$ cat src/rtl/pc_pkg.sv
// rtl/pc_pkg.sv - shared types, constants and helpers for the fetch program counter
//
// Purpose : state encoding for the pc_unit FSM, instruction length and the
//           4-byte alignment check used on every redirect target.
// Contents: pc_state_e, ILEN_BYTES, is_aligned4()

package pc_pkg;

  typedef enum logic [1:0] {
    BOOT = 2'd0,
    RUN  = 2'd1,
    HALT = 2'd2
  } pc_state_e;

  localparam int ILEN_BYTES = 4;

  // Only the two low address bits decide 4-byte alignment, so the helper
  // takes just those and stays independent of XLEN.
  function automatic logic is_aligned4(input logic [1:0] lsb);
    return (lsb == 2'b00);
  endfunction

endpackage

$ cat src/rtl/pc_ras.sv
// rtl/pc_ras.sv - circular return-address stack for call/return prediction
//
// Purpose : RAS_DEPTH-entry circular stack. A push when full overwrites the
//           oldest entry; a pop on empty is ignored; push+pop together
//           replaces the top entry. All updates are qualified by en_i.
// Ports   : clk, rst (sync, active-low)
//           en_i     - update enable (fetch address valid this cycle)
//           clear_i  - drop all entries (trap)
//           push_i   - push data_i
//           pop_i    - pop the top entry
//           data_i   - return address to push
//           top_o    - current top entry, 0 when empty
//           empty_o  - stack holds no entries

module pc_ras #(
  parameter int XLEN      = 32,
  parameter int RAS_DEPTH = 4
) (
  input  logic            clk,
  input  logic            rst,
  input  logic            en_i,
  input  logic            clear_i,
  input  logic            push_i,
  input  logic            pop_i,
  input  logic [XLEN-1:0] data_i,
  output logic [XLEN-1:0] top_o,
  output logic            empty_o
);

  localparam int PW = $clog2(RAS_DEPTH);
  localparam int CW = $clog2(RAS_DEPTH + 1);

  logic [XLEN-1:0] mem_q [RAS_DEPTH];
  logic [PW-1:0]   ptr_q, ptr_d;
  logic [CW-1:0]   cnt_q, cnt_d;
  logic            we;
  logic [PW-1:0]   waddr;

  always_comb begin
    ptr_d = ptr_q;
    cnt_d = cnt_q;
    we    = 1'b0;
    waddr = ptr_q;
    if (en_i) begin
      if (clear_i) begin
        ptr_d = '0;
        cnt_d = '0;
      end else if (push_i && pop_i && (cnt_q != '0)) begin
        // Return and call in one fetch: swap the top, depth unchanged.
        we    = 1'b1;
        waddr = ptr_q;
      end else if (push_i) begin
        // Pointer wraps naturally; when full this lands on the oldest entry.
        ptr_d = ptr_q + PW'(1);
        we    = 1'b1;
        waddr = ptr_q + PW'(1);
        if (cnt_q != CW'(RAS_DEPTH)) begin
          cnt_d = cnt_q + CW'(1);
        end
      end else if (pop_i && (cnt_q != '0)) begin
        ptr_d = ptr_q - PW'(1);
        cnt_d = cnt_q - CW'(1);
      end
    end
  end

  always_ff @(posedge clk) begin
    if (!rst) begin
      ptr_q <= '0;
      cnt_q <= '0;
    end else begin
      ptr_q <= ptr_d;
      cnt_q <= cnt_d;
    end
  end

  // Entries are don't-care while the count excludes them, so no reset.
  always_ff @(posedge clk) begin
    if (we) begin
      mem_q[waddr] <= data_i;
    end
  end

  assign empty_o = (cnt_q == '0);
  assign top_o   = empty_o ? '0 : mem_q[ptr_q];

endmodule

$ cat src/rtl/pc_unit.sv
// rtl/pc_unit.sv - fetch-stage program counter with redirect arbitration
//
// Purpose : owns the fetch address register; selects the next PC from
//           trap, jalr, branch, halt, stall and sequential increment;
//           rejects misaligned redirects to TRAP_VECTOR with a one-cycle
//           misalign_err pulse. Optional RAS enabled by macro PC_RAS_EN.
// Ports   : clk, rst (sync, active-low)
//           stall, br_taken/br_target, jalr/jalr_target, trap,
//           halt_req, resume, ras_push, ras_pop         - inputs
//           pc, pc_plus4, fetch_valid, misalign_err,
//           ras_top, ras_empty                          - outputs

module pc_unit
  import pc_pkg::*;
#(
  parameter int              XLEN         = 32,
  parameter logic [XLEN-1:0] RESET_VECTOR = '0,
  parameter logic [XLEN-1:0] TRAP_VECTOR  = 'h100,
  parameter int              RAS_DEPTH    = 4
) (
  input  logic            clk,
  input  logic            rst,
  input  logic            stall,
  input  logic            br_taken,
  input  logic [XLEN-1:0] br_target,
  input  logic            jalr,
  input  logic [XLEN-1:0] jalr_target,
  input  logic            trap,
  input  logic            halt_req,
  input  logic            resume,
  input  logic            ras_push,
  input  logic            ras_pop,
  output logic [XLEN-1:0] pc,
  output logic [XLEN-1:0] pc_plus4,
  output logic            fetch_valid,
  output logic            misalign_err,
  output logic [XLEN-1:0] ras_top,
  output logic            ras_empty
);

  pc_state_e       state_q, state_d;
  logic [XLEN-1:0] pc_q, pc_d;
  logic            fv_q, fv_d;
  logic            mis_q, mis_d;
  logic [XLEN-1:0] jalr_eff;
  logic [XLEN-1:0] pc_inc;

  assign pc_inc   = pc_q + XLEN'(ILEN_BYTES);
  assign jalr_eff = {jalr_target[XLEN-1:1], 1'b0};

  always_comb begin
    state_d = state_q;
    pc_d    = pc_q;
    fv_d    = fv_q;
    mis_d   = 1'b0;
    case (state_q)
      BOOT: begin
        state_d = RUN;
        fv_d    = 1'b1;
      end
      RUN: begin
        if (trap) begin
          pc_d = TRAP_VECTOR;
        end else if (jalr) begin
          if (!is_aligned4(jalr_eff[1:0])) begin
            pc_d  = TRAP_VECTOR;
            mis_d = 1'b1;
          end else begin
            pc_d = jalr_eff;
          end
        end else if (br_taken) begin
          if (!is_aligned4(br_target[1:0])) begin
            pc_d  = TRAP_VECTOR;
            mis_d = 1'b1;
          end else begin
            pc_d = br_target;
          end
        end else if (halt_req) begin
          state_d = HALT;
          fv_d    = 1'b0;
        end else if (!stall) begin
          pc_d = pc_inc;
        end
      end
      HALT: begin
        if (trap) begin
          pc_d    = TRAP_VECTOR;
          state_d = RUN;
          fv_d    = 1'b1;
        end else if (resume) begin
          state_d = RUN;
          fv_d    = 1'b1;
        end
      end
      default: begin
        state_d = BOOT;
        fv_d    = 1'b0;
      end
    endcase
  end

  always_ff @(posedge clk) begin
    if (!rst) begin
      state_q <= BOOT;
      pc_q    <= RESET_VECTOR;
      fv_q    <= 1'b0;
      mis_q   <= 1'b0;
    end else begin
      state_q <= state_d;
      pc_q    <= pc_d;
      fv_q    <= fv_d;
      mis_q   <= mis_d;
    end
  end

  assign pc           = pc_q;
  assign pc_plus4     = pc_inc;
  assign fetch_valid  = fv_q;
  assign misalign_err = mis_q;

`ifdef PC_RAS_EN
  pc_ras #(
    .XLEN      (XLEN),
    .RAS_DEPTH (RAS_DEPTH)
  ) u_ras (
    .clk     (clk),
    .rst     (rst),
    .en_i    (fv_q),
    .clear_i (trap),
    .push_i  (ras_push),
    .pop_i   (ras_pop),
    .data_i  (pc_inc),
    .top_o   (ras_top),
    .empty_o (ras_empty)
  );
`else
  localparam int unused_ras_depth = RAS_DEPTH;
  logic unused_ras;
  assign unused_ras = ras_push ^ ras_pop;
  assign ras_top    = '0;
  assign ras_empty  = 1'b1;
`endif

endmodule

$ cat config.mk
export PLATFORM = sky130hd
export DESIGN_NAME = pc_unit
export DESIGN_NICKNAME = d
export VERILOG_FILES = /design/src/rtl/pc_pkg.sv /design/src/rtl/pc_ras.sv /design/src/rtl/pc_unit.sv
export SDC_FILE = /design/constraint.sdc
export NUM_CORES = 1
export LEC_CHECK = 0
export BUFFER_PORTS_ARGS = -buffer_cell sky130_fd_sc_hd__buf_4
export CORE_ASPECT_RATIO = 1.1
export CORE_MARGIN = 3
export CORE_UTILIZATION = 41
export CTS_CLUSTER_DIAMETER = 150
export DETAILED_ROUTE_END_ITERATION = 6
export GPL_ROUTABILITY_DRIVEN = 0
export PLACE_DENSITY = 0.78
export SETUP_SLACK_MARGIN = 0.05
export SYNTH_ARGS = -nofsm -noshare
export SYNTH_HDL_FRONTEND = slang
export SYNTH_SLANG_ARGS = --single-unit
$ cat constraint.sdc
create_clock -name clk -period 2.6 [get_ports clk]
set_input_delay 0.26 -clock clk [delete_from_list [all_inputs] [get_ports clk]]
set_output_delay 0.26 -clock clk [all_outputs]
set_load 0.005 [all_outputs]
==> results.py <==
metrics = {
    "run_status": {
        "outcome": "finished, final reports clean",
    },
    "sta": {
        "rsz0062_at_grt": "true",
        "fin_crit_sh_pct": 97.2,
        "setup_viol": 0,
        "slew_headroom_pct": 53.4,
        "worstMarginPinSlew_ns": 0.698,
        "setup_tns_ns": 0,
        "fmax_ghz": 0.396,
        "maxSlewViolCount": 0,
        "fin_worst_skew_ns": 0.00387,
        "hold_viol": 0,
        "finalCriticalPeriod_ns": 2.53,
    },
    "clock_network": {
        "cts_tree": "done",
        "cts_buffer_depth": 2,
        "cts_max_level": 2,
        "clock_sinks": 35,
        "cts-root-buf": "clkbuf_8",
        "cts_inserted_buffers": 5,
        "clk_pin_slew_ns": 0.07,
        "insertion_delay_ns": 0.29,
    },
    "worst_setup_path": {
        "criticalPathCategory": "register to output pin",
        "required_ns": 2.34,
        "critPathLaunch": "pc[11]",
        "timing.critical_path.mode_cell": "buf_4",
        "arrival_ns": 2.27,
        "end_kind": "output pin",
        "worstSetupStartpointType": "register",
        "crit_fanout": 8,
        "slowest_delay_ns": 0.55,
        "cp_cell_sequence": "buf_4 > nand4_1 > or4_1 > or3_1 > xnor2_2 > buf_4",
        "slowest_stage": "or4_1",
        "crit_buf_inv": 2,
        "r2r-start": "pc[14]",
        "path_delay_family": "simple AND/OR/NAND/NOR gates",
    },
    "run": {
        "maxCapViolCount": 0,
    },
    "global_route": {
        "grt_pass1_wl_microns": 16900,
        "gr-max-usage-layer": "met2",
        "grt_overflow": 0,
        "grt_max_degree": 24,
        "track_usage_pct": 24.5,
        "grt_pass1_vias": 3518,
        "use_met1_pct": 31.0,
        "grt_use_met3_pct": 3.83,
        "grt.met2_usage_pct": 40.4,
        "antenna_found_initial": 0,
    },
    "route": {
        "ant_nets": 0,
        "viasPerCell": 6.00,
        "wire_per_inst_microns": 17.8,
        "drc": 0,
        "drt-total-wl_microns": 11000,
        "drt-initial-drc-count": 235,
        "dr.pass1.iters": 5,
        "via_count": 3724,
    },
    "place": {
        "place_area_sq_um": 4100,
        "port_buffers": 136,
        "dp_hpwl_microns": 8240,
    },
    "hold_path": {
        "min_path_type": "input port to register",
        "worstHoldStart": "jalr_target[7]",
    },
    "synthesis": {
        "synth_flop_cell": "dfxtp_1",
        "ys_warn_count": 0,
        "netlist_area_sq_um": 3060,
        "ys_ff_latch": 35,
        "synth.area.top_cells": "dfxtp_1 23%, buf_4 8.8%, xnor2_1 6.0%",
        "avgSynthCellArea_sq_um": 7.66,
        "synthArstFlopShare_pct": 0,
        "synth_top_area_share_pct": 22.9,
        "synth_area_leader_cell": "dfxtp_1",
        "synth_edf_count": 0,
        "synthCells": 400,
        "ys_seq_area_share_pct": 22.9,
        "synth_cell_type_count": 57,
    },
    "floorplanning": {
        "die_area_sq_um": 8550,
        "core_sq_um": 7130,
        "die_x_microns": 88.4,
        "start_util_pct": 43.0,
        "rows": 32,
        "die-height_microns": 96.7,
        "ios": 173,
    },
    "power_and_ir_drop": {
        "p_leak_nw": 1.81,
        "peakVddDrop_mv": 0.233,
        "powerDensity_nw_per_um2": 338,
    },
    "final_layout": {
        "num-fill-cells": 662,
        "drive_above_1_share_pct": 36.0,
        "nets": 613,
        "n_antenna_cell": 0,
        "final_cell_area_sq_um": 4270,
        "area_growth_pct": 39.2,
    },
}
[cells in the final DEF (no fill, tap or decap), types with 14 or more instances in the layout]
cell,count
buf_4,161
conb_1,33
dfxtp_1,28
nand2_1,33
nand3_1,20
nand4_1,16
nor2_1,14
nor3_1,14
o21ai_0,18
xnor2_1,19
[path summary, 6_finish.rpt]
| path | endpoint | slack (ns) | depth (start not counted) |
|---|---|---|---|
| worst min register to register | pc[0] | 0.50 | 1 |
| worst max register to register | pc[26] | 0.14 | 5 |
| worst min-delay path | pc[7] | 0.21 | 3 |
| worst max-delay path | pc_plus4[23] | 0.07 | 6 |
[logic make-up after synthesis]
| logic type | share of synthesized area [%] |
|---|---|
| AO/OA/AOI/OAI | 26.1 |
| multiplexers | 0.980 |
| adder cells (fa/ha/maj) | 1.63 |
| AND/OR/NAND/NOR | 27.2 |
| flip-flops | 22.9 |
| XOR/XNOR | 7.43 |
| other | 0.245 |
| buffers and inverters | 13.6 |
[worst min-delay path, delay by kind of cell]
family / cells / cell delay [ns]
buf+inv: 1 / 0.08
simple gates: 2 / 0.13
[power by group]
group | internal (W) | switching (W)
Clock | 0.000188 | 0.000209
Combinational | 0.000224 | 0.000230
Sequential | 0.000558 | 0.0000318
[synthesized netlist by cell type, drive strengths merged, types with 10 or more instances]
master,number
a21oi,10
a31oi,12
a32o,12
buf,42
clkbuf,22
dfxtp,35
nand2,33
nand3,22
nand4,17
nor2,16
nor3,14
o21ai,18
o22a,11
o22ai,13
xnor2,21
[registers in the layout (all words and copies together) (netlist names)]
register      cells
misalign_err      1
pc               32
state_q           2
[timing repair]
item                                    in CTS  in global routing
endpoints found under the setup margin       2                 15
pin swaps                                    1                  1
hold buffers                                 0                  0
resized for setup                            6                 12
buffers inserted                             2                  0
[metrics by stage]
stage	std cells	hold slack [ns]	util, %	setup WS (ns)	power (W)
2_1_floorplan	431	0.415	-	0.156	0.000853
4_1_cts	621	0.209	59.1	0.0657	0.00143
6_report	621	0.213	59.8	0.0740	0.00144
3_3_place_gp	611	0.487	57.5	0.209	0.00103
5_1_grt	621	0.217	59.8	-0.0192	0.00150
3_5_place_dp	611	0.487	57.5	0.159	0.00104
[final cells by class]
type,instances,area [sq um],share of cell area [%]
timing repair buffer,161,1210,28.3
inverter,8,30.0,0.704
sequential,35,712,16.7
clock buffer,7,76.3,1.79
multi-input combinational,324,2130,49.9
clock inverter,1,5.00,0.117
tap,85,106,2.49
[metal layers]
layer  routed length, microns  share of wire [%]
met1                     4250                 39
met2                     5340                 48
met3                     1040                9.4
met4                      390                3.5
met5                        0                  0
Power figures use the tool's default switching activity.
